--- config.mk ---
export PLATFORM = sky130hd
export DESIGN_NAME = get_param_bt
export DESIGN_NICKNAME = d
export VERILOG_FILES = /design/src/rtl/get_param_pkg.sv /design/src/rtl/get_param_bt.sv
export SDC_FILE = /design/constraint.sdc
export NUM_CORES = 1
export LEC_CHECK = 0
export CORE_AREA = 2 2 94 96
export CTS_BUF_LIST = sky130_fd_sc_hd__clkbuf_4 sky130_fd_sc_hd__clkbuf_8
export DETAILED_ROUTE_END_ITERATION = 7
export DIE_AREA = 0 0 96 98
export PLACE_DENSITY = 0.81
export RECOVER_POWER = 50
export SLEW_MARGIN = 20
export SYNTH_ARGS = -nofsm -noshare
export SYNTH_HDL_FRONTEND = slang
export SYNTH_SLANG_ARGS = --single-unit
--- constraint.sdc ---
create_clock -name clk -period 2.4 [get_ports clk]
set_input_delay 0.6 -clock clk [delete_from_list [all_inputs] [get_ports clk]]
set_output_delay 0.6 -clock clk [all_outputs]
set_load 0.005 [all_outputs]
--- src/rtl/get_param_pkg.sv ---
// Shared types and constants for the get_param_bt backtracking parameter fetcher.
// State-word layout, LSB first: over flag, back_addr, position.
package get_param_pkg;

  localparam int unsigned DEF_PW        = 8;
  localparam int unsigned DEF_AW        = 12;
  localparam int unsigned DEF_POSW      = 5;
  localparam int unsigned DEF_MAX_HOPS  = 16;
  localparam int unsigned DEF_ROOT_ADDR = 0;

  localparam int unsigned OVER_BIT = 0;
  localparam int unsigned BACK_LSB = 1;
  localparam int unsigned POS_LSB  = BACK_LSB + DEF_AW;

  typedef enum logic [2:0] {
    S_IDLE   = 3'd0,
    S_FETCH  = 3'd1,
    S_EVAL   = 3'd2,
    S_OUT    = 3'd3,
    S_FINISH = 3'd4
  } state_e;

endpackage

--- src/rtl/get_param_bt.sv ---
// Walks the back_addr chain of the InexRecur/state regfiles until a node with over=0
// is found, the root is reached, or the hop budget runs out; presents the result on a valid/ready port.
module get_param_bt
  import get_param_pkg::*;
#(
  parameter int unsigned PW        = DEF_PW,
  parameter int unsigned AW        = DEF_AW,
  parameter int unsigned POSW      = DEF_POSW,
  parameter int unsigned MAX_HOPS  = DEF_MAX_HOPS,
  parameter int unsigned ROOT_ADDR = DEF_ROOT_ADDR
) (
  input  logic                              clk,
  input  logic                              rst,
  input  logic                              start,
  input  logic                              abort,
  output logic                              busy,
  output logic                              rd_en,
  output logic                              rd_seq,
  output logic [AW-1:0]                     rd_addr,
  input  logic [AW-1:0]                     param_addr_i,
  input  logic [4*PW-1:0]                   param_data_i,
  input  logic [POSW+AW:0]                  state_data_i,
  output logic                              o_valid,
  input  logic                              o_ready,
  output logic [PW-1:0]                     i_out,
  output logic [PW-1:0]                     z_out,
  output logic [PW-1:0]                     k_out,
  output logic [PW-1:0]                     l_out,
  output logic [AW-1:0]                     addr_out,
  output logic [POSW-1:0]                   position_out,
  output logic                              is_find,
  output logic                              exhausted,
  output logic                              hop_err,
  output logic [$clog2(MAX_HOPS+1)-1:0]     hop_cnt
);

  localparam int unsigned HCW     = $clog2(MAX_HOPS + 1);
  localparam logic [HCW-1:0] HOP_LIM = HCW'(MAX_HOPS);
  // position sits directly above back_addr whatever AW is chosen
  localparam int unsigned POS_OFF = POS_LSB - DEF_AW + AW;

  state_e          r_state;
  logic            w_over;
  logic            w_root;
  logic [AW-1:0]   w_back;
  logic [POSW-1:0] w_pos;

  assign w_over = state_data_i[OVER_BIT];
  assign w_back = state_data_i[BACK_LSB +: AW];
  assign w_pos  = state_data_i[POS_OFF +: POSW];
  assign w_root = (param_addr_i == AW'(ROOT_ADDR));

  always_ff @(posedge clk or posedge rst) begin
    if (rst) begin
      r_state      <= S_IDLE;
      busy         <= 1'b0;
      rd_en        <= 1'b0;
      rd_seq       <= 1'b0;
      rd_addr      <= '0;
      o_valid      <= 1'b0;
      i_out        <= '0;
      z_out        <= '0;
      k_out        <= '0;
      l_out        <= '0;
      addr_out     <= '0;
      position_out <= '0;
      is_find      <= 1'b0;
      exhausted    <= 1'b0;
      hop_err      <= 1'b0;
      hop_cnt      <= '0;
    end else if (abort) begin
      r_state   <= S_IDLE;
      busy      <= 1'b0;
      rd_en     <= 1'b0;
      o_valid   <= 1'b0;
      is_find   <= 1'b0;
      exhausted <= 1'b0;
      hop_err   <= 1'b0;
    end else begin
      case (r_state)
        S_IDLE: begin
          if (start) begin
            r_state   <= S_FETCH;
            busy      <= 1'b1;
            rd_en     <= 1'b1;
            rd_seq    <= 1'b1;
            hop_cnt   <= '0;
            is_find   <= 1'b0;
            exhausted <= 1'b0;
            hop_err   <= 1'b0;
          end
        end
        S_FETCH: begin
          rd_en   <= 1'b0;
          r_state <= S_EVAL;
        end
        S_EVAL: begin
          if (!w_over) begin
            i_out        <= param_data_i[4*PW-1 -: PW];
            z_out        <= param_data_i[3*PW-1 -: PW];
            k_out        <= param_data_i[2*PW-1 -: PW];
            l_out        <= param_data_i[PW-1:0];
            addr_out     <= param_addr_i;
            position_out <= w_pos;
            is_find      <= 1'b1;
            o_valid      <= 1'b1;
            r_state      <= S_OUT;
          end else if (w_root) begin
            exhausted <= 1'b1;
            is_find   <= 1'b0;
            o_valid   <= 1'b1;
            r_state   <= S_FINISH;
          end else if (hop_cnt == HOP_LIM) begin
            hop_err <= 1'b1;
            is_find <= 1'b0;
            o_valid <= 1'b1;
            r_state <= S_FINISH;
          end else begin
            // hop_cnt < HOP_LIM here, so the increment saturates at the limit
            rd_addr <= w_back;
            rd_seq  <= 1'b0;
            rd_en   <= 1'b1;
            hop_cnt <= hop_cnt + HCW'(1);
            r_state <= S_FETCH;
          end
        end
        S_OUT, S_FINISH: begin
          if (o_ready) begin
            o_valid <= 1'b0;
            busy    <= 1'b0;
            r_state <= S_IDLE;
          end
        end
        default: begin
          r_state <= S_IDLE;
          busy    <= 1'b0;
          rd_en   <= 1'b0;
          o_valid <= 1'b0;
        end
      endcase
    end
  end

endmodule

; Yosys cells after proc, flatten, opt, wreduce, memory -nomap -nowiden
; Cells that the tools add are included.
; Widths: inputs -> output; s select.
[op_classes]
n_addsub = 1
eq_ne = 20
muxes = 44
n_bitwise = 4
n_reduce_logical = 17
[ops]
columns = op, n
row1 = $mux 1, 25
row2 = $ne 3x3->1 const B, 7
row3 = $mux 5, 4
row4 = $mux 3, 6
row5 = $reduce_and 5->1, 3
row6 = $logic_not 12->1, 1
row7 = $pmux 3 s4, 1
row8 = $reduce_and 3->1, 4
row9 = $ne 2x2->1 const B, 5
row10 = $pmux 5 s2, 1
row11 = $pmux 1 s3, 3
row12 = $pmux 1 s2, 4
row13 = $eq 3x2->1 const B, 2
row14 = $reduce_and 6->1, 1
row15 = $reduce_or 2->1, 3
row16 = $add 5x1->5 const B, 1
row17 = $eq 5x5->1 const B, 1
row18 = $ne 5x5->1 const B, 1
row19 = $ne 2x1->1 const B, 2
row20 = $not 1->1, 4
row21 = $reduce_and 4->1, 1
row22 = $eq 3x1->1 const B, 1
row23 = $eq 3x3->1 const B, 1
row24 = $logic_not 3->1, 1
row25 = other kinds (3), 3
[totals]
ff_bits = 76
input_bits = 67

; Longest topological paths before layout
[logic_depth]
word_depth = 6
mapped_depth = 7

; Worst setup path after synthesis
; No wires, ideal clock.
[synth_timing]
path_type = input to register
from = in abort
to = reg rd_addr[11]
arrival_time_ns = 1.930
slack_ns = 0.345
path_stages = 6
cell_sequence = buf_2 nor3_4 nand2_4 nor3_4 buf_6 mux2_4
[synth_via]
elab_chain_len = 2
[synth_rtl]
columns = item, line
row1 = "start, declared", get_param_bt.sv:15  ; input logic abort,
row2 = $not 1->1 (no source line), n/a
row3 = $reduce_and 5->1 (no source line), n/a
row4 = "end signal, assigned", get_param_bt.sv:120  ; rd_addr <= w_back;
row5 = "end, declared", get_param_bt.sv:19  ; output logic [AW-1:0] rd_addr,
; Every way passes these cells.
; A chain may end at the register's enable or synchronous reset.

; Final worst setup path
[layout_timing]
from = in param_addr_i[3]
to = reg rd_addr[4]
[layout_via]
elab_chain_len = 3
[layout_rtl]
columns = item, line
row1 = "start, declared", get_param_bt.sv:20  ; input logic [AW-1:0] param_addr_i,
row2 = $logic_not 12->1, get_param_bt.sv:51  ; assign w_root = (param_addr_i == AW'(ROOT_ADDR));
row3 = $not 1->1 (no source line), n/a
row4 = $reduce_and 5->1 (no source line), n/a
; Every way passes these cells.

==> results_dict.tcl <==
set metrics [dict create \
    final_antenna_net_count 0 \
    max_slew_margin 0.3221 \
    post_cts_resized 0 \
    drt_wl_total_mm 7.764 \
    setup_violations 0 \
    rsz0062_at_grt "no" \
    core-area_um2 8466 \
    via_count 2432 \
    power_density_nw_per_um2 817.4 \
    wl_per_cell_um 15.72 \
    area_growth_pct 56.36 \
    clk_path_buf_depth 2 \
    cp-startpoint "param_addr_i[3]" \
    worstPathArrival_ns 2.40 \
    cp_max_fo 10 \
    root_buffer "clkbuf_8" \
    syn_nets 296 \
    initial_core_util 0.3800 \
    drc 0 \
    worst_slack_ns 0.2161 \
    ys_ff_latch 76 \
    synth_edf_count 0 \
    hold_class "flop to flop" \
    worstMarginPinSlew_ns 1.017 \
    p_sw_mw 0.9906 \
    rows 34 \
    p_leak_nw 2.185 \
    intPower_mw 3.121 \
    outcome "finished clean" \
    first_pass_iters 4 \
    port_buffers 139 \
    synth_top_family_by_area "multiplexers" \
    grt_pass1_wl_mm 12.98 \
    start_kind "input pin" \
    num-nets-final 450 \
    ys_types 44 \
    netlist_instances 227 \
    io_pins 140 \
    synth-warning-count 0 \
    path_class "input pin to flop" \
    switching_share 0.2409 \
    stdcell_count 494 \
    synth_fa_ha_area_frac 0.007779 \
    post-cts-setup-buffers 0 \
    post-route-util 0.5941 \
    clk_pin_slew_ns 0.08 \
    min_from "position_out[2]$_DFFE_PP0P_" \
    dpl_cell_area_um2 4822 \
    die_area_um2 9408 \
    synth_top_cells_by_area "dfrtp_1 (59%), mux2_2 (18%), mux2_4 (3.3%), buf_4 (1.4%), mux2_1 (1.1%)" \
    synth-main-ff-cell "dfrtp_1" \
    drive_gt1_frac 0.2487 \
    cts_tree "built" \
    grt_pass1_vias 2646 \
    avgSynthCellArea_um2 14.17 \
    clkPwrFrac 0.261 \
    yosysTopAreaCell "dfrtp_1" \
    cts_sinks 76 \
    setup.worst_path.end_class "flop" \
    hold_ws_ns 0.4914 \
    viasPerCell 4.923 \
    antenna_found_initial 0 \
    die_w_um 96 \
    cp.required_ns 2.61 \
    ys_seq_area_frac 0.5912 \
    cts_inserted_buffers 9 \
    die_h_um 98 \
    skew_ns 0.01252 \
    min_period_ns 2.184 \
    ys_async_sr_fraction 1.000 \
    clk_latency_ns 0.34 \
    period_share 0.9100 \
    synth.area.mux_share 0.2314 \
    place_congestion 0.8780 \
    grt_start_max_net_pins 77 \
    hold_buffers 0 \
    track_usage 0.1760 \
    diodes 0 \
    dp.cells 478 \
    synthSimpleGateAreaFrac 0.08363 \
    sequentialPowerShare 0.439 \
    drv_slew 0 \
    synth.most_common_cell "dfrtp_1" \
    synthTopCellsByCount "dfrtp_1 (76), mux2_2 (52), mux2_4 (7), nand2_1 (7)" \
    synth-compound-area-share 0.05406 \
    maxCapViolCount 0 \
    synth_top_area_frac 0.5912 \
    syn-cell-area_um2 3217 \
    preCtsSetupSlack_ns -0.1360 \
    drtIter0Drc 75 \
    power_frac_comb 0.300 \
    dpl.hpwl_mm 5.752 \
    r2r-start "hop_cnt[0]$_DFFE_PP0P_" \
    postLayoutCellArea_um2 5030 \
    htree_num_levels 3 \
    synth_xor_area_frac 0 \
    grt.overflow.total 0 \
    max-vdd-ir-drop_v 0.0004246 \
    max_freq_mhz 457.9 \
    hold_violations 0 \
]
[logic make-up after synthesis]
kind of cell    Yosys count
buf+inv                  17
fa+ha+maj                 2
compound gates           25
mux                      64
flops                    76
simple gates             43
[layout make-up]
cell class                 instances  area (um2)
fill                             702        3436
clock buffer                      12       146.4
tap                              108       135.1
timing repair buffer             154        1529
inverter                           6       26.28
sequential                        76        1902
clock inverter                     4       73.82
multi-input combinational        134        1217
[worst paths after layout]
check	endpoint	depth (start not counted)	slack, ns
min in group asynchronous	rd_addr[3]$_DFFE_PP0P_	3	1.11
worst max register to register	rd_addr[4]$_DFFE_PP0P_	7	0.30
max in group asynchronous	addr_out[0]$_DFFE_PP0P_	3	0.63
worst min register to register	position_out[2]$_DFFE_PP0P_	1	0.49
worst max-delay path	rd_addr[4]$_DFFE_PP0P_	7	0.22
worst min-delay path	position_out[2]$_DFFE_PP0P_	1	0.49
[registers in the layout, summed over array words and instances (netlist names)]
register      cells
exhausted         1
addr_out         12
z_out             8
k_out             8
rd_addr          12
i_out             8
busy              1
o_valid           1
rd_en             1
position_out      5
hop_cnt           5
rd_seq            1
is_find           1
hop_err           1
l_out             8
r_state           3
[critical path, cell delays in order]
cell             delay (ns)
clkdlybuf4s50_1        0.44
nor4_1                 0.41
buf_4                  0.18
and3_1                 0.22
nor3_4                 0.06
buf_4                  0.19
mux2_4                 0.30
[per-stage QoR]
step	power, mW	TNS [ns]
after floorplan	2.238	0
after global placement	3.119	-1.483
after detailed placement	3.167	-1.418
after CTS	4.261	0
after global routing	4.337	0
final	4.111	0
[cell usage in the layout, fill, tap and decap left out, types with 3 or more instances in the layout]
cell type | Yosys | final
mux2_2 | 52 | 52
a21oi_1 | 6 | 6
nand2_1 | 7 | 7
clkbuf_8 | 0 | 9
buf_4 | 6 | 12
mux2_1 | 3 | 3
inv_1 | 6 | 5
nor4_1 | 3 | 3
o31ai_1 | 3 | 3
dfrtp_1 | 76 | 76
clkbuf_4 | 0 | 4
clkdlybuf4s50_1 | 0 | 102
nor2_1 | 4 | 4
nand3_1 | 5 | 5
dlygate4sd3_1 | 0 | 37
mux2_4 | 7 | 7
nand2b_1 | 4 | 4
nor3_1 | 3 | 3
[power by group through the flow]
stage               Sequential, mW  Clock [mW]  Combinational [mW]
floorplan                     1.84           0               0.395
global placement              1.82           0                1.30
detailed placement            1.84           0                1.32
CTS                           1.82        1.11                1.33
global route                  1.85        1.15                1.33
finish                        1.81        1.07                1.23
[metal layers]
metal  up-vias  wire length, um  global-route usage  part of all wire
met3         9              598             0.05710             0.077
met5         -                0                   0                 0
met2        90             3908              0.2804              0.50
met1      1208             3152              0.2209              0.41
li1       1125                -                   -                 -
met4         0              104             0.06703             0.013
No activity file was read; power rests on OpenSTA's default activity.
